File: src/rtl/read_bank_mux.sv
// read_bank_mux
//   Read-side companion to the multi-bank write accounter. A read request
//   is broadcast to every bank. The accounter selector captured at
//   request time travels through a tag pipeline that matches the RAM
//   latency, then picks the returning bank word. The word and its
//   write-collision flag leave through a valid/ready output stage.
//
//   Configuration macro: READ_BACKPRESSURE_EN
//     defined   - credit-managed output FIFO; rdready is honoured.
//     undefined - single output register; rdvalid is a one-cycle pulse,
//                 rdgrant is tied high and rdready is ignored.
//
// Ports
//   aclk, aresetn            clock, asynchronous active-low reset
//   rden, rdaddr, rdgrant    read request / address / acceptance
//   bank_select              accounter selector for rdaddr
//   ram_rden, ram_rdaddr     read enable and address broadcast to all banks
//   ram_rddata               concatenated bank data, bank i at [i*DATA_WIDTH +: DATA_WIDTH]
//   rdvalid, rdready         output handshake
//   rddata, rdcollision      selected word and its collision flag
module read_bank_mux #(
  parameter int ADDR_WIDTH      = 8,
  parameter int DATA_WIDTH      = 32,
  parameter int NB_WRAGENT      = 2,
  parameter int WRITE_COLLISION = 1,
  parameter int SELECT_WIDTH    = (NB_WRAGENT == 1 ? 1 : $clog2(NB_WRAGENT)) + WRITE_COLLISION,
  parameter int RAM_LATENCY     = 1,
  parameter int FIFO_DEPTH      = RAM_LATENCY + 2
) (
  input  logic                           aclk,
  input  logic                           aresetn,
  input  logic                           rden,
  input  logic [ADDR_WIDTH-1:0]          rdaddr,
  output logic                           rdgrant,
  input  logic [SELECT_WIDTH-1:0]        bank_select,
  output logic                           ram_rden,
  output logic [ADDR_WIDTH-1:0]          ram_rdaddr,
  input  logic [NB_WRAGENT*DATA_WIDTH-1:0] ram_rddata,
  output logic                           rdvalid,
  input  logic                           rdready,
  output logic [DATA_WIDTH-1:0]          rddata,
  output logic                           rdcollision
);

  localparam int IDX_W = SELECT_WIDTH - WRITE_COLLISION;

  logic                    acc;
  logic [RAM_LATENCY-1:0]  tag_valid_q, tag_valid_d;
  logic [SELECT_WIDTH-1:0] tag_sel_q [RAM_LATENCY];
  logic [SELECT_WIDTH-1:0] tag_sel_d [RAM_LATENCY];
  logic                    exit_valid;
  logic [SELECT_WIDTH-1:0] exit_sel;
  logic [IDX_W-1:0]        exit_idx;
  logic                    exit_coll;
  logic [DATA_WIDTH-1:0]   mux_data;
  logic                    mux_coll;

  assign acc        = rden & rdgrant;
  assign ram_rden   = acc;
  assign ram_rdaddr = rdaddr;

  // Tag pipeline: one stage per cycle of RAM latency, so the selector
  // emerges in the same cycle as the bank data it describes.
  always_comb begin
    tag_valid_d[0] = acc;
    tag_sel_d[0]   = bank_select;
    for (int i = 1; i < RAM_LATENCY; i++) begin
      tag_valid_d[i] = tag_valid_q[i-1];
      tag_sel_d[i]   = tag_sel_q[i-1];
    end
  end

  always_ff @(posedge aclk or negedge aresetn) begin
    if (!aresetn) begin
      tag_valid_q <= '0;
      for (int i = 0; i < RAM_LATENCY; i++) tag_sel_q[i] <= '0;
    end else begin
      tag_valid_q <= tag_valid_d;
      for (int i = 0; i < RAM_LATENCY; i++) tag_sel_q[i] <= tag_sel_d[i];
    end
  end

  assign exit_valid = tag_valid_q[RAM_LATENCY-1];
  assign exit_sel   = tag_sel_q[RAM_LATENCY-1];
  assign exit_idx   = exit_sel[IDX_W-1:0];

  generate
    if (WRITE_COLLISION != 0) begin : g_coll
      assign exit_coll = exit_sel[SELECT_WIDTH-1];
    end else begin : g_no_coll
      assign exit_coll = 1'b0;
    end
  endgenerate

  // An index beyond the populated banks matches no case below and so
  // returns a zero word with the collision flag cleared.
  always_comb begin
    mux_data = '0;
    mux_coll = 1'b0;
    for (int b = 0; b < NB_WRAGENT; b++) begin
      if (exit_idx == IDX_W'(b)) begin
        mux_data = ram_rddata[b*DATA_WIDTH +: DATA_WIDTH];
        mux_coll = exit_coll;
      end
    end
  end

`ifdef READ_BACKPRESSURE_EN
  localparam int CNT_W = $clog2(FIFO_DEPTH + 1);
  localparam int PTR_W = (FIFO_DEPTH > 1) ? $clog2(FIFO_DEPTH) : 1;

  logic [CNT_W-1:0]      fifo_count_q, fifo_count_d, in_flight;
  logic [PTR_W-1:0]      wr_ptr_q, wr_ptr_d, rd_ptr_q, rd_ptr_d;
  logic [DATA_WIDTH-1:0] fifo_data_q [FIFO_DEPTH];
  logic [DATA_WIDTH-1:0] fifo_data_d [FIFO_DEPTH];
  logic [FIFO_DEPTH-1:0] fifo_coll_q, fifo_coll_d;
  logic                  push, pop;

  function automatic logic [PTR_W-1:0] ptr_inc(input logic [PTR_W-1:0] p);
    return (p == PTR_W'(FIFO_DEPTH - 1)) ? '0 : p + 1'b1;
  endfunction

  // Every accepted read owns a FIFO slot from acceptance until it is
  // popped, so counting pipeline tags plus stored words can never let
  // the FIFO overflow.
  always_comb begin
    in_flight = '0;
    for (int i = 0; i < RAM_LATENCY; i++) in_flight = in_flight + CNT_W'(tag_valid_q[i]);
  end

  assign rdgrant     = ({1'b0, in_flight} + {1'b0, fifo_count_q}) < (CNT_W+1)'(FIFO_DEPTH);
  assign rdvalid     = (fifo_count_q != '0);
  assign rddata      = rdvalid ? fifo_data_q[rd_ptr_q] : '0;
  assign rdcollision = rdvalid & fifo_coll_q[rd_ptr_q];
  assign push        = exit_valid;
  assign pop         = rdvalid & rdready;

  always_comb begin
    wr_ptr_d     = wr_ptr_q;
    rd_ptr_d     = rd_ptr_q;
    fifo_count_d = fifo_count_q;
    fifo_data_d  = fifo_data_q;
    fifo_coll_d  = fifo_coll_q;
    if (push) begin
      fifo_data_d[wr_ptr_q] = mux_data;
      fifo_coll_d[wr_ptr_q] = mux_coll;
      wr_ptr_d              = ptr_inc(wr_ptr_q);
    end
    if (pop) rd_ptr_d = ptr_inc(rd_ptr_q);
    case ({push, pop})
      2'b10:   fifo_count_d = fifo_count_q + 1'b1;
      2'b01:   fifo_count_d = fifo_count_q - 1'b1;
      default: fifo_count_d = fifo_count_q;
    endcase
  end

  always_ff @(posedge aclk or negedge aresetn) begin
    if (!aresetn) begin
      wr_ptr_q     <= '0;
      rd_ptr_q     <= '0;
      fifo_count_q <= '0;
      fifo_coll_q  <= '0;
      for (int i = 0; i < FIFO_DEPTH; i++) fifo_data_q[i] <= '0;
    end else begin
      wr_ptr_q     <= wr_ptr_d;
      rd_ptr_q     <= rd_ptr_d;
      fifo_count_q <= fifo_count_d;
      fifo_coll_q  <= fifo_coll_d;
      for (int i = 0; i < FIFO_DEPTH; i++) fifo_data_q[i] <= fifo_data_d[i];
    end
  end
`else
  logic                  out_valid_q, out_valid_d;
  logic [DATA_WIDTH-1:0] out_data_q, out_data_d;
  logic                  out_coll_q, out_coll_d;
  logic                  unused_rdready;

  assign unused_rdready = rdready;
  assign rdgrant        = 1'b1;
  assign rdvalid        = out_valid_q;
  assign rddata         = out_data_q;
  assign rdcollision    = out_coll_q;

  // The word is held after its valid pulse until the next read lands.
  always_comb begin
    out_valid_d = exit_valid;
    out_data_d  = exit_valid ? mux_data : out_data_q;
    out_coll_d  = exit_valid ? mux_coll : out_coll_q;
  end

  always_ff @(posedge aclk or negedge aresetn) begin
    if (!aresetn) begin
      out_valid_q <= 1'b0;
      out_data_q  <= '0;
      out_coll_q  <= 1'b0;
    end else begin
      out_valid_q <= out_valid_d;
      out_data_q  <= out_data_d;
      out_coll_q  <= out_coll_d;
    end
  end
`endif

endmodule

File: config.mk
export PLATFORM = sky130hd
export DESIGN_NAME = read_bank_mux
export DESIGN_NICKNAME = d
export VERILOG_FILES = /design/src/rtl/read_bank_mux.sv
export SDC_FILE = /design/constraint.sdc
export NUM_CORES = 1
export LEC_CHECK = 0
export ABC_CLOCK_PERIOD_IN_PS = 1800
export CORE_UTILIZATION = 35
export CTS_BUF_LIST = sky130_fd_sc_hd__clkbuf_8
export DETAILED_ROUTE_END_ITERATION = 8
export PLACE_DENSITY = 0.81
export SYNTH_ARGS = -nofsm -noshare
export SYNTH_HDL_FRONTEND = slang
export SYNTH_SLANG_ARGS = --single-unit
File: constraint.sdc
create_clock -name aclk -period 1.8 [get_ports aclk]
set_clock_uncertainty 0.05 [all_clocks]
set_input_delay 0.36 -clock aclk [delete_from_list [all_inputs] [get_ports aclk]]
set_output_delay 0.36 -clock aclk [all_outputs]
set_load 0.05 [all_outputs]
# After elaboration in Yosys (flattened, before gate mapping)

Index checks and enable logic that the tools add are counted.

Bits in registers: 37
Input bits: 78
Output and inout bits: 44
Word-level logic and storage cells: 6

Muxes and demuxes: 1

Operators by type and width:

| kind              | number |
|---|---|
| 2-to-1 mux 32 bit | 1 |

# Depth between registers and ports, before layout

Depth after elaboration: 1
Mapped depth: 4
Mapped depth without buffers: 2

# Worst setup path after synthesis

OpenSTA, ideal clock, no wires.

Path kind: register to register
Start point: register, netlist name rdcollision
End point: register out_coll_q (netlist: rdcollision)
Library setup time: 0.125 ns
Arrival time: 0.863 ns
Data required time: 1.625 ns
Slack: 0.762 ns
Stages on the path, launching flop included: 2
Path buffers: 0
Clock period less this slack: 1.038 ns
Path through: dfrtp_1 > mux2_2

RTL lines:

| element              | RTL line | text |
|---|---|---|
| end signal, assigned | 199      | `out_coll_q <= out_coll_d;` |
| end, declared        | 175      | `logic out_coll_q, out_coll_d;` |

# Worst setup path in the final report

Start point: input port rden
End point: output port ram_rden

RTL lines:

| element         | RTL line | text |
|---|---|---|
| start, declared | 32       | `input logic rden,` |
| end, declared   | 36       | `output logic ram_rden,` |

No word-level cell between the ends.

==> metrics.csv <==
stage,metric,value,unit
critical_path,Critical Path AT,1.05,ns
floorplanning,Die W,72.2,microns
finish,n_diodes,0,
yosys,"Cell Area, Synth",1720,sq um
yosys,post-synthesis mux area share,0.192,
yosys,adder-cell share of the synthesized area,0,
timing,Slew @ Worst Pin,0.515,ns
critical_path,startpoint types,primary input,
critical_path,slowest cell on the critical path,clkdlybuf4s50_1,
yosys,Synth cell types,11,
yosys,largest family of logic cells by synthesized area,multiplexers,
power,Pleak,1.23,nW
global_routing,initial antenna violation count,0,
global_routing,vias in the first global route,1407,
floorplanning,Die Footprint,5210,sq um
global_routing,first-pass GRT wire length,6290,microns
routing,residual DRC count,0,
finish,nets@finish,327,
critical_path,r2r endpoint,rdcollision$_DFFE_PN0P_,
place,GP Congestion,0.690,
yosys,syn_nets,234,
floorplanning,Die Span Y,72.2,microns
flow_run,Max Cap Violations,0,
floorplanning,Initial Util,0.365,
routing,drt total wl,3890,microns
timing,post-layout min period,1.46,ns
global_routing,gr usage total,0.159,
clocking,worst-skew pair later-pin latency,0.28,ns
timing,Max Clk Rate,0.684,GHz
clocking,deepest level of the CTS H-tree,2,
global_routing,grt ovf,0,
yosys,Main synth FF type,dfrtp_1,
routing,1st-iter DRT viols,26,
yosys,Post-Synth Simple-Gate Area,0.0697,
outcome,run status,"complete, but fails checks",
yosys,cell taking the most area after synthesis,dfrtp_1,
clocking,Setup Buffers After CTS,0,
clocking,clock slew at reported path FFs,0.07,ns
critical_path,Worst Path Max Fanout,2,
place,HPWL after DPL,2960,microns
critical_path,R2R depth,2,
yosys,"Avg Cell Area, Syn",11.1,sq um
timing,hold_ws,-0.00817,ns
clocking,CTS sink count,37,
timing,RSZ-0062 raised after global routing,no,
global_routing,pin count of the biggest net entering global routing,67,
clocking,Post-CTS Resized,0,
routing,vias per cell,4.49,
yosys,post-synthesis compound-gate area fraction,0.0929,
critical_path,ordered cell list for the critical path,clkdlybuf4s50_1 > buf_12,
outcome,failing checks,negative hold slack,
timing,Final Hold Fails,14,
critical_path,Crit Path Category,in -> out,
critical_path,"delay-heaviest family, CP",buffers and inverters,
critical_path,CP required,1.39,ns
finish,fraction of layout cells with a size suffix above 1,0.196,
routing,drt first pass iters,6,
critical_path,reg2reg start,exit_valid$_DFF_PN0_,
finish,growth of design area from synthesis to finish,57.3,%
critical_path,Critical Path Sink Type,output pin,
worst_hold_path,worst hold-check path type,in -> async,
routing,vias,1423,
timing,fin crit share,0.812,
power,total power,2.29,mW
yosys,synth warn,0,
place,Placed Area,2620,sq um
finish,Final Cell Area,2710,sq um
clocking,CTS root buffer,clkbuf_8,
yosys,largest cells by area after synthesis,"dfrtp_1 (54%), mux2i_1 (19%), a21oi_1 (9.3%)",
routing,routed length per instance,12.3,microns
clocking,CTS tree,yes,
floorplanning,io pins,122,
yosys,post-synth top area share,0.537,
critical_path,WP buf/inv,2,
critical_path,worst reg2reg setup slack,0.65,ns
yosys,sequential fraction of the synthesis area,0.537,
critical_path,Critical Path Max Stage Delay,0.54,ns
yosys,Synth Register Bits,37,
timing,slew margin rel.,0.657,
clocking,Longest Clk Path Bufs,2,
timing,final count of negative-setup-slack endpoints,0,
yosys,number of synthesized flops with an enable pin,0,
timing,final setup TNS,0,ns
floorplanning,cell row count,25,
yosys,Synth top cells by count,"dfrtp_1 (37), a21oi_1 (32), mux2i_1 (32), nor2_1 (32), buf_4 (11)",
yosys,asr flop ratio synth,1.00,
power,Peak VDD IR,0.443,mV
timing,fin. max-slew vios,0,
place,Port Buffers,103,
routing,ANT nets after route,0,
power,Cell Pwr Density,843,nW/um^2
clocking,CTS Hold Bufs,0,
yosys,most common cell in the netlist,dfrtp_1,
yosys,post-synthesis xor/xnor area fraction,0,
yosys,Post-Synthesis Cells,156,
clocking,TritonCTS Buffers,5,
floorplanning,Core Area,4720,sq um
per-stage QoR:
step	cells	util	setup WS, ns	hold WS (ns)
after floorplan	156	-	0.762	0.0144
after global placement	309	0.555	0.349	0.319
after detailed placement	309	0.555	0.332	0.322
after CTS	317	0.574	0.327	0.00159
after global routing	317	0.574	0.309	0.0285
final	317	0.574	0.339	-0.00817
routing by layer:
layer	global-route usage	share of wire	vias up
met3	0.0514	0.082	8
met5	0	0	-
met4	0.0675	0.016	0
li1	-	-	702
met1	0.174	0.37	651
met2	0.282	0.53	62
cell usage in the layout, fill, tap and decap left out:
master / count
dfrtp_1: 35
dfrtp_2: 2
a21oi_1: 32
clkbuf_8: 6
mux2_2: 1
conb_1: 1
buf_2: 1
clkdlybuf4s50_1: 67
mux2i_1: 32
nor2_1: 32
buf_4: 37
buf_12: 2
inv_1: 2
state kept, by name (all words and copies together), names as in the netlist:
register,cells
exit_sel,2
exit_valid,1
rdcollision,1
rddata,32
rdvalid,1
worst max-delay path by stage:
stage                                       start                 endpoint  slack [ns]  cells after the start
final                                        rden                 ram_rden        0.34                      2
after global routing                         rden                 ram_rden        0.31                      2
after CTS                                    rden                 ram_rden        0.33                      2
after detailed placement                     rden                 ram_rden        0.33                      2
after global placement                       rden                 ram_rden        0.35                      2
after floorplan           rdcollision$_DFFE_PN0P_  rdcollision$_DFFE_PN0P_        0.76                      1
where the power goes:
group          internal, mW  switching [mW]  total (mW)
sequential            0.914          0.0451       0.959
clock                 0.301           0.271       0.571
combinational         0.307           0.449       0.755
total                  1.52           0.764        2.29
cell type report:
| type | instances | area (sq um) |
|---|---|---|
| clock inverters | 2 | 7.51 |
| multi-input cells | 98 | 616 |
| fillers | 412 | 2010 |
| repair buffers | 107 | 993 |
| flip-flops and latches | 37 | 928 |
| clock buffers | 6 | 82.6 |
| well taps | 67 | 83.8 |
cell families after synthesis:
| kind of cell | after synthesis |
|---|---|
| buf+inv | 21 |
| simple gates | 32 |
| mux | 33 |
| flops | 37 |
| other cells | 1 |
| compound gates | 32 |
Note: power is estimated with default switching activity, not from simulation.
